==> config.mk <==
export PLATFORM = sky130hd
export DESIGN_NAME = instr_encoder_loader
export DESIGN_NICKNAME = d
export VERILOG_FILES = /design/src/rtl/instr_encoder_loader.sv
export SDC_FILE = /design/constraint.sdc
export NUM_CORES = 1
export LEC_CHECK = 0
export CORE_AREA = 5 5 79 81
export DETAILED_ROUTE_END_ITERATION = 8
export DIE_AREA = 0 0 84 86
export DONT_BUFFER_PORTS = 1
export SETUP_SLACK_MARGIN = 0.05
export SLEW_MARGIN = 15
export SYNTH_ARGS = -nofsm -noshare
export SYNTH_HDL_FRONTEND = slang
export SYNTH_SLANG_ARGS = --single-unit
export TNS_END_PERCENT = 100
==> constraint.sdc <==
create_clock -name clk_i -period 4.3 [get_ports clk_i]
set_input_delay 0.43 -clock clk_i [delete_from_list [all_inputs] [get_ports clk_i]]
set_output_delay 0.43 -clock clk_i [all_outputs]
set_load 0.02 [all_outputs]
==> src/rtl/instr_encoder_loader.sv <==
// Packs field-level RV32I instruction descriptions into 32-bit words and streams
// them into instruction memory at consecutive word addresses starting at BASE.
module instr_encoder_loader #(
  parameter int ADDR_W = 8,
  parameter int DEPTH  = 256,
  parameter int BASE   = 0
) (
  input  logic              clk_i,
  input  logic              rst_ni,
  input  logic              clear_i,
  input  logic              in_valid_i,
  output logic              in_ready_o,
  input  logic [2:0]        in_fmt_i,
  input  logic [6:0]        in_op_i,
  input  logic [2:0]        in_funct3_i,
  input  logic [6:0]        in_funct7_i,
  input  logic [4:0]        in_rd_i,
  input  logic [4:0]        in_rs1_i,
  input  logic [4:0]        in_rs2_i,
  input  logic [31:0]       in_imm_i,
  output logic              mem_we_o,
  output logic [ADDR_W-1:0] mem_addr_o,
  output logic [31:0]       mem_wdata_o,
  output logic [ADDR_W:0]   count_o,
  output logic              full_o,
  output logic              err_o
);

  localparam int CNT_W = ADDR_W + 1;
  localparam logic [ADDR_W-1:0] BASE_A = ADDR_W'(BASE);
  localparam logic [CNT_W-1:0]  LAST_C = CNT_W'(DEPTH - 1);

  typedef enum logic [1:0] {
    ST_IDLE,
    ST_LOAD,
    ST_FULL
  } state_t;

  state_t            state_q, state_d;
  logic              we_q, we_d;
  logic [ADDR_W-1:0] addr_q, addr_d;
  logic [31:0]       wdata_q, wdata_d;
  logic [CNT_W-1:0]  count_q, count_d;
  logic              err_q, err_d;

  logic              accept;
  logic              legal;
  logic              write;
  logic [31:0]       enc;

  assign legal  = (in_fmt_i < 3'd6);
  assign accept = in_valid_i & in_ready_o;
  assign write  = accept & legal;

  always_comb begin
    enc = '0;
    unique case (in_fmt_i)
      3'd0: enc = {in_funct7_i, in_rs2_i, in_rs1_i, in_funct3_i, in_rd_i, in_op_i};
      3'd1: enc = {in_imm_i[11:0], in_rs1_i, in_funct3_i, in_rd_i, in_op_i};
      3'd2: enc = {in_imm_i[11:5], in_rs2_i, in_rs1_i, in_funct3_i, in_imm_i[4:0], in_op_i};
      3'd3: enc = {in_imm_i[12], in_imm_i[10:5], in_rs2_i, in_rs1_i, in_funct3_i,
                   in_imm_i[4:1], in_imm_i[11], in_op_i};
      3'd4: enc = {in_imm_i[31:12], in_rd_i, in_op_i};
      3'd5: enc = {in_imm_i[20], in_imm_i[10:1], in_imm_i[11], in_imm_i[19:12], in_rd_i, in_op_i};
      default: enc = '0;
    endcase
  end

  // IDLE only exists so in_ready stays low until the first edge after reset release.
  always_comb begin
    state_d    = state_q;
    in_ready_o = 1'b0;
    unique case (state_q)
      ST_IDLE: state_d = ST_LOAD;
      ST_LOAD: begin
        in_ready_o = ~clear_i;
        if (write && (count_q == LAST_C)) state_d = ST_FULL;
      end
      ST_FULL: state_d = ST_FULL;
      default: state_d = ST_LOAD;
    endcase
    if (clear_i) state_d = ST_LOAD;
  end

  always_comb begin
    we_d    = write;
    addr_d  = addr_q;
    wdata_d = wdata_q;
    count_d = count_q;
    err_d   = err_q | (accept & ~legal);
    if (write) begin
      addr_d  = BASE_A + count_q[ADDR_W-1:0];
      wdata_d = enc;
      count_d = count_q + 1'b1;
    end
    if (clear_i) begin
      we_d    = 1'b0;
      addr_d  = BASE_A;
      count_d = '0;
      err_d   = 1'b0;
    end
  end

  always_ff @(posedge clk_i or negedge rst_ni) begin
    if (!rst_ni) begin
      state_q <= ST_IDLE;
      we_q    <= 1'b0;
      addr_q  <= BASE_A;
      wdata_q <= '0;
      count_q <= '0;
      err_q   <= 1'b0;
    end else begin
      state_q <= state_d;
      we_q    <= we_d;
      addr_q  <= addr_d;
      wdata_q <= wdata_d;
      count_q <= count_d;
      err_q   <= err_d;
    end
  end

  assign mem_we_o    = we_q;
  assign mem_addr_o  = addr_q;
  assign mem_wdata_o = wdata_q;
  assign count_o     = count_q;
  assign full_o      = (state_q == ST_FULL);
  assign err_o       = err_q;

endmodule

[After elaboration in Yosys (flattened, before gate mapping)]
Index checks and enable logic that the tools add are counted.
Word-level totals
  bits in registers: 53
  bits of input ports: 71
  word-level logic and storage cells: 37
Cells by class
  $add $sub $neg: 1
  magnitude comparators: 1
  equal/unequal tests: 9
  mux-type cells: 11
  bitwise operators: 6
  reductions and logical operators: 3
Operator list (count)
  $pmux W32 S6: 1
  $mux W9: 2
  $mux W8: 2
  $add A9 B1 Y9 const B: 1
  $eq A9 B8 Y1 const B: 1
  $eq A3 B2 Y1 const B: 2
  $eq A3 B3 Y1 const B: 2
  $mux W2: 2
  $pmux W2 S2: 1
  $and A1 B1 Y1: 3
  $eq A3 B1 Y1 const B: 1
  $logic_not A3 Y1: 1
  $lt A3 B3 Y1 const B: 1
  $mux W1: 3
  $ne A3 B3 Y1 const B: 1
  $eq A2 B1 Y1 const B: 1
  $eq A2 B2 Y1 const B: 1
  $not A1 Y1: 2
  $reduce_bool A2 Y1: 1
  $logic_and A1 B1 Y1: 1
  $or A1 B1 Y1: 1

[Depth between registers and ports, before layout]
  depth after elaboration: 8
  depth in mapped cells: 10

[Worst setup path after synthesis]
No wires, ideal clock.
  path type: register to register
  start point: register state_q[1]
  end point: register wdata_q[25], in the netlist mem_wdata_o[25]
  setup time: 119 ps
  data arrival time: 1575 ps
  required time: 4181 ps
  setup slack: 2606 ps
  stages on the path, launching flop included: 10
  clock period less this slack: 1694 ps
  cells stage by stage: dfrtp_1 > inv_1 > ha_1 > nand2_1 > or3_1 > buf_6 > inv_4 > buf_8 > o221ai_1 > o21a_1
Between the ends
  cells in the longest elaborated chain, start to end: 4
RTL lines
  from (decl): RTL line 39  | state_t state_q, state_d;
  from (signal assigned): RTL line 113  | state_q <= state_d;
  $eq A2 B1 Y1: RTL line 73  | unique case (state_q)
  $mux W1: RTL line 73
  $and A1 B1 Y1: RTL line 52  | assign accept = in_valid_i & in_ready_o;
  $and A1 B1 Y1: RTL line 53  | assign write = accept & legal;
  to (signal assigned): RTL line 116  | wdata_q <= wdata_d;
  to (decl): RTL line 42  | logic [31:0] wdata_q, wdata_d;
Every way passes these cells.
A chain may end at the register's enable or synchronous reset.

[Worst setup path in the final report]
  start point: register state_q[1]
  end point: register wdata_q[27], in the netlist mem_wdata_o[27]
The elaborated chain is that of the path after synthesis.

==> results.sh <==
export IMPL_status="finished clean"
export IMPL_cts_root_buf="clkbuf_8"
export IMPL_synth_xor_area_share_pct=1.65
export IMPL_grt_max_degree=54
export IMPL_synth_top_family_by_area="simple AND/OR/NAND/NOR gates"
export IMPL_syn_area_mm2=0.00266
export IMPL_grt_pass1_vias=1973
export IMPL_slew_headroom_pct=50.9
export IMPL_core_mm2=0.00541
export IMPL_start_util_pct=49.1
export IMPL_yosysWarnings=0
export IMPL_ir_worst_vdd_mv=0.228
export IMPL_worst_pin_slew_ns=0.736
export IMPL_yosys_area_share_simple_pct=18.4
export IMPL_clk_pin_slew_worst_paths_ns=0.10
export IMPL_die_w_um=84
export IMPL_syn_inst=274
export IMPL_setup_violations=0
export IMPL_hpwlAfterDp_mm=4.44
export IMPL_power_frac_seq_pct=62.7
export IMPL_slew_violations=0
export IMPL_clockBufferDepth=2
export IMPL_drc=0
export IMPL_endpoint_kind="flop"
export IMPL_clock_latency_ns=0.31
export IMPL_synth_compound_area_share_pct=18.1
export IMPL_synthMuxAreaShare_pct=2.87
export IMPL_fin_crit_ns=2.10
export IMPL_nets=339
export IMPL_worstHoldEndpoint="err_o"
export IMPL_timing_fmax_mhz=476
export IMPL_post_cts_buffers=0
export IMPL_grt_ovfl_total=0
export IMPL_h_tree_depth=2
export IMPL_setup_worst_path_start="state_q[1]"
export IMPL_die_area_mm2=0.00722
export IMPL_cts_buffers=5
export IMPL_n_antenna_cell=0
export IMPL_pwr_share_clk_pct=26.6
export IMPL_antenna_found_initial=0
export IMPL_pre_cts_slack_ns=2.23
export IMPL_grt_pass1_wl_mm=10.8
export IMPL_hp_class="in -> reg"
export IMPL_crit_type="reg -> reg"
export IMPL_hold_violations=0
export IMPL_dr_total_vias=1963
export IMPL_cts_sinks=53
export IMPL_r2r_end="mem_wdata_o[27]"
export IMPL_ys_seq_area_share_pct=49.9
export IMPL_period_share_pct=48.9
export IMPL_ys_flop_type="dfrtp_1"
export IMPL_std_cell_rows=27
export IMPL_reg2reg_slack_ns=2.20
export IMPL_combPwrFrac_pct=10.8
export IMPL_io_buffers=0
export IMPL_netSwitchingFraction_pct=32.0
export IMPL_rsz0062_at_grt="no"
export IMPL_worstHoldStart="clear_i"
export IMPL_startpoint_type="flop"
export IMPL_timing_rr_start="state_q[1]"
export IMPL_avgSynthCellArea_um2=9.69
export IMPL_drtAntennaViolNets=0
export IMPL_grtUsageTotal_pct=18.5
export IMPL_wl_mm=6.47
export IMPL_synth_top_cell_area_share_pct=49.9
export IMPL_worstHoldPathCells=1
export IMPL_post_drt_wl_per_cell_um=19.2
export IMPL_synth_fp_nets=349
export IMPL_ys_ff_latch=53
export IMPL_first_iter_violations=106
export IMPL_drv_cap=0
export IMPL_yosys_area_top_type="dfrtp_1"
export IMPL_crit_path_max_fanout=48
export IMPL_p_switching_mw=0.336
export IMPL_p_int_mw=0.714
export IMPL_filler_cell_count=532
export IMPL_p_leak_nw=1.18
export IMPL_final_setup_tns_ns=0
export IMPL_place_congestion=0.815
export IMPL_fin_worst_skew_ns=0.00671
export IMPL_reg2reg_depth=7
export IMPL_synthAdderAreaFrac_pct=1.88
export IMPL_die_y_um=86
export IMPL_crit_required_ns=4.50
export IMPL_firstDrtPassIters=4
export IMPL_arrival_ns=2.31
export IMPL_power_density_mw_per_mm2=387
export IMPL_yosys_top_cells_area="dfrtp_1 50%, nand2_1 7.1%, nor2_1 5.4%, a22oi_1 4.8%, a221oi_1 4.0%"
export IMPL_yosysUniqueCellTypes=36
export IMPL_drive_gt1_share_pct=5.66
export IMPL_async_flop_share_pct=100
export IMPL_area_growth_pct=2.17
export IMPL_synth_edf_count=0
export IMPL_num_io_pins=124
export IMPL_viasPerCell=5.82
export IMPL_worst_slack_ns=2.20
export IMPL_cts_tree="yes"
how the worst max path moves through the flow:
stage               slack [ns]              end
floorplan                 2.61  mem_wdata_o[25]
global placement          2.28  mem_wdata_o[30]
detailed placement        2.23  mem_wdata_o[27]
CTS                       2.20  mem_wdata_o[27]
global route              2.03  mem_wdata_o[27]
finish                    2.20  mem_wdata_o[27]
worst max-delay path: stages (launching register included):
cell	delay [ns]
dfrtp_1	0.41
inv_1	0.06
ha_1	0.20
nand2_1	0.17
or3_1	0.40
inv_4	0.38
o221ai_1	0.22
o21a_1	0.14
metrics by stage:
stage	total power [mW]	util, %	hold slack (ns)	instance area [um^2]	instances
3_5_place_dp	0.771	48.0	0.136	2590	327
4_1_cts	1.06	50.2	0.162	2710	337
3_3_place_gp	0.768	48.0	0.136	2590	327
5_1_grt	1.12	50.2	0.156	2710	337
2_1_floorplan	0.759	-	0.134	2660	274
6_report	1.05	50.2	0.173	2710	337
metal layers:
metal  track usage [%]  routed length, um
met5                 0                  0
met4              4.82                 97
met3              7.40                638
met2              28.0               2890
met1              24.8               2840
cell usage after synthesis (all sizes together), types with 2 or more instances:
cell    number
mux2i        2
nor2b        2
nor3         2
inv          6
or3          3
o21a         6
nand2b       2
nand2       50
a221oi      12
xnor2        5
o221ai       6
a21oi        7
a31oi        2
nor4         3
nor2        38
and2         2
a22oi       17
ha           4
mux2         5
clkbuf       8
nand3b       6
nand4b       2
o21ai        9
dfrtp       53
buf         12
a22o         4
sequential cells by signal (all words and copies together), names as in the netlist:
signal and count:
mem_we_o 1, mem_addr_o 8, count_o 9, state_q 2, err_o 1, mem_wdata_o 32
cells in the final DEF, fill, tap and decap left out, types with 2 or more instances in the layout:
master / count
dfrtp_1: 53
nand2_1: 50
nor2_1: 38
a22oi_1: 17
a221oi_1: 12
o21ai_0: 8
a21oi_1: 7
nand3b_1: 6
o221ai_1: 6
o21a_1: 6
inv_1: 5
xnor2_1: 5
mux2_2: 5
clkbuf_8: 5
a22o_1: 4
ha_1: 4
or3_1: 3
nor4_1: 3
and2_1: 2
a31oi_1: 2
nand4b_1: 2
nor3_1: 2
nand2b_1: 2
mux2i_1: 2
nor2b_1: 2
clkinv_2: 2
cell families after synthesis:
logic type,count (synthesis)
AO/OA/AOI/OAI,66
XOR/XNOR,5
adder cells (fa/ha/maj),4
buffers and inverters,27
flip-flops,53
multiplexers,7
AND/OR/NAND/NOR,112
area by class of cell:
class                   instances  area [um^2]  share of cell area, %
well taps                      72         90.1                   3.32
repair buffers                  3         45.0                   1.66
clock buffers                   6         72.6                   2.67
multi-input cells             194         1140                   42.0
flip-flops and latches         53         1330                   48.9
inverters                       7         28.8                   1.06
clock inverters                 2         10.0                  0.369
power by group through the flow:
stage	clock, mW	sequential [mW]	combinational [mW]
final	0.279	0.658	0.113
after global placement	0	0.670	0.0984
after CTS	0.287	0.660	0.115
after global routing	0.317	0.668	0.132
after detailed placement	0	0.669	0.102
after floorplan	0	0.655	0.104
what timing repair did:
item / CTS / global route
setup endpoints to repair: 0 / 0
resized for setup: 0 / 0
hold endpoints to repair: 53 / 0
hold buffers: 2 / 0
(Power assumes the default switching activity.)
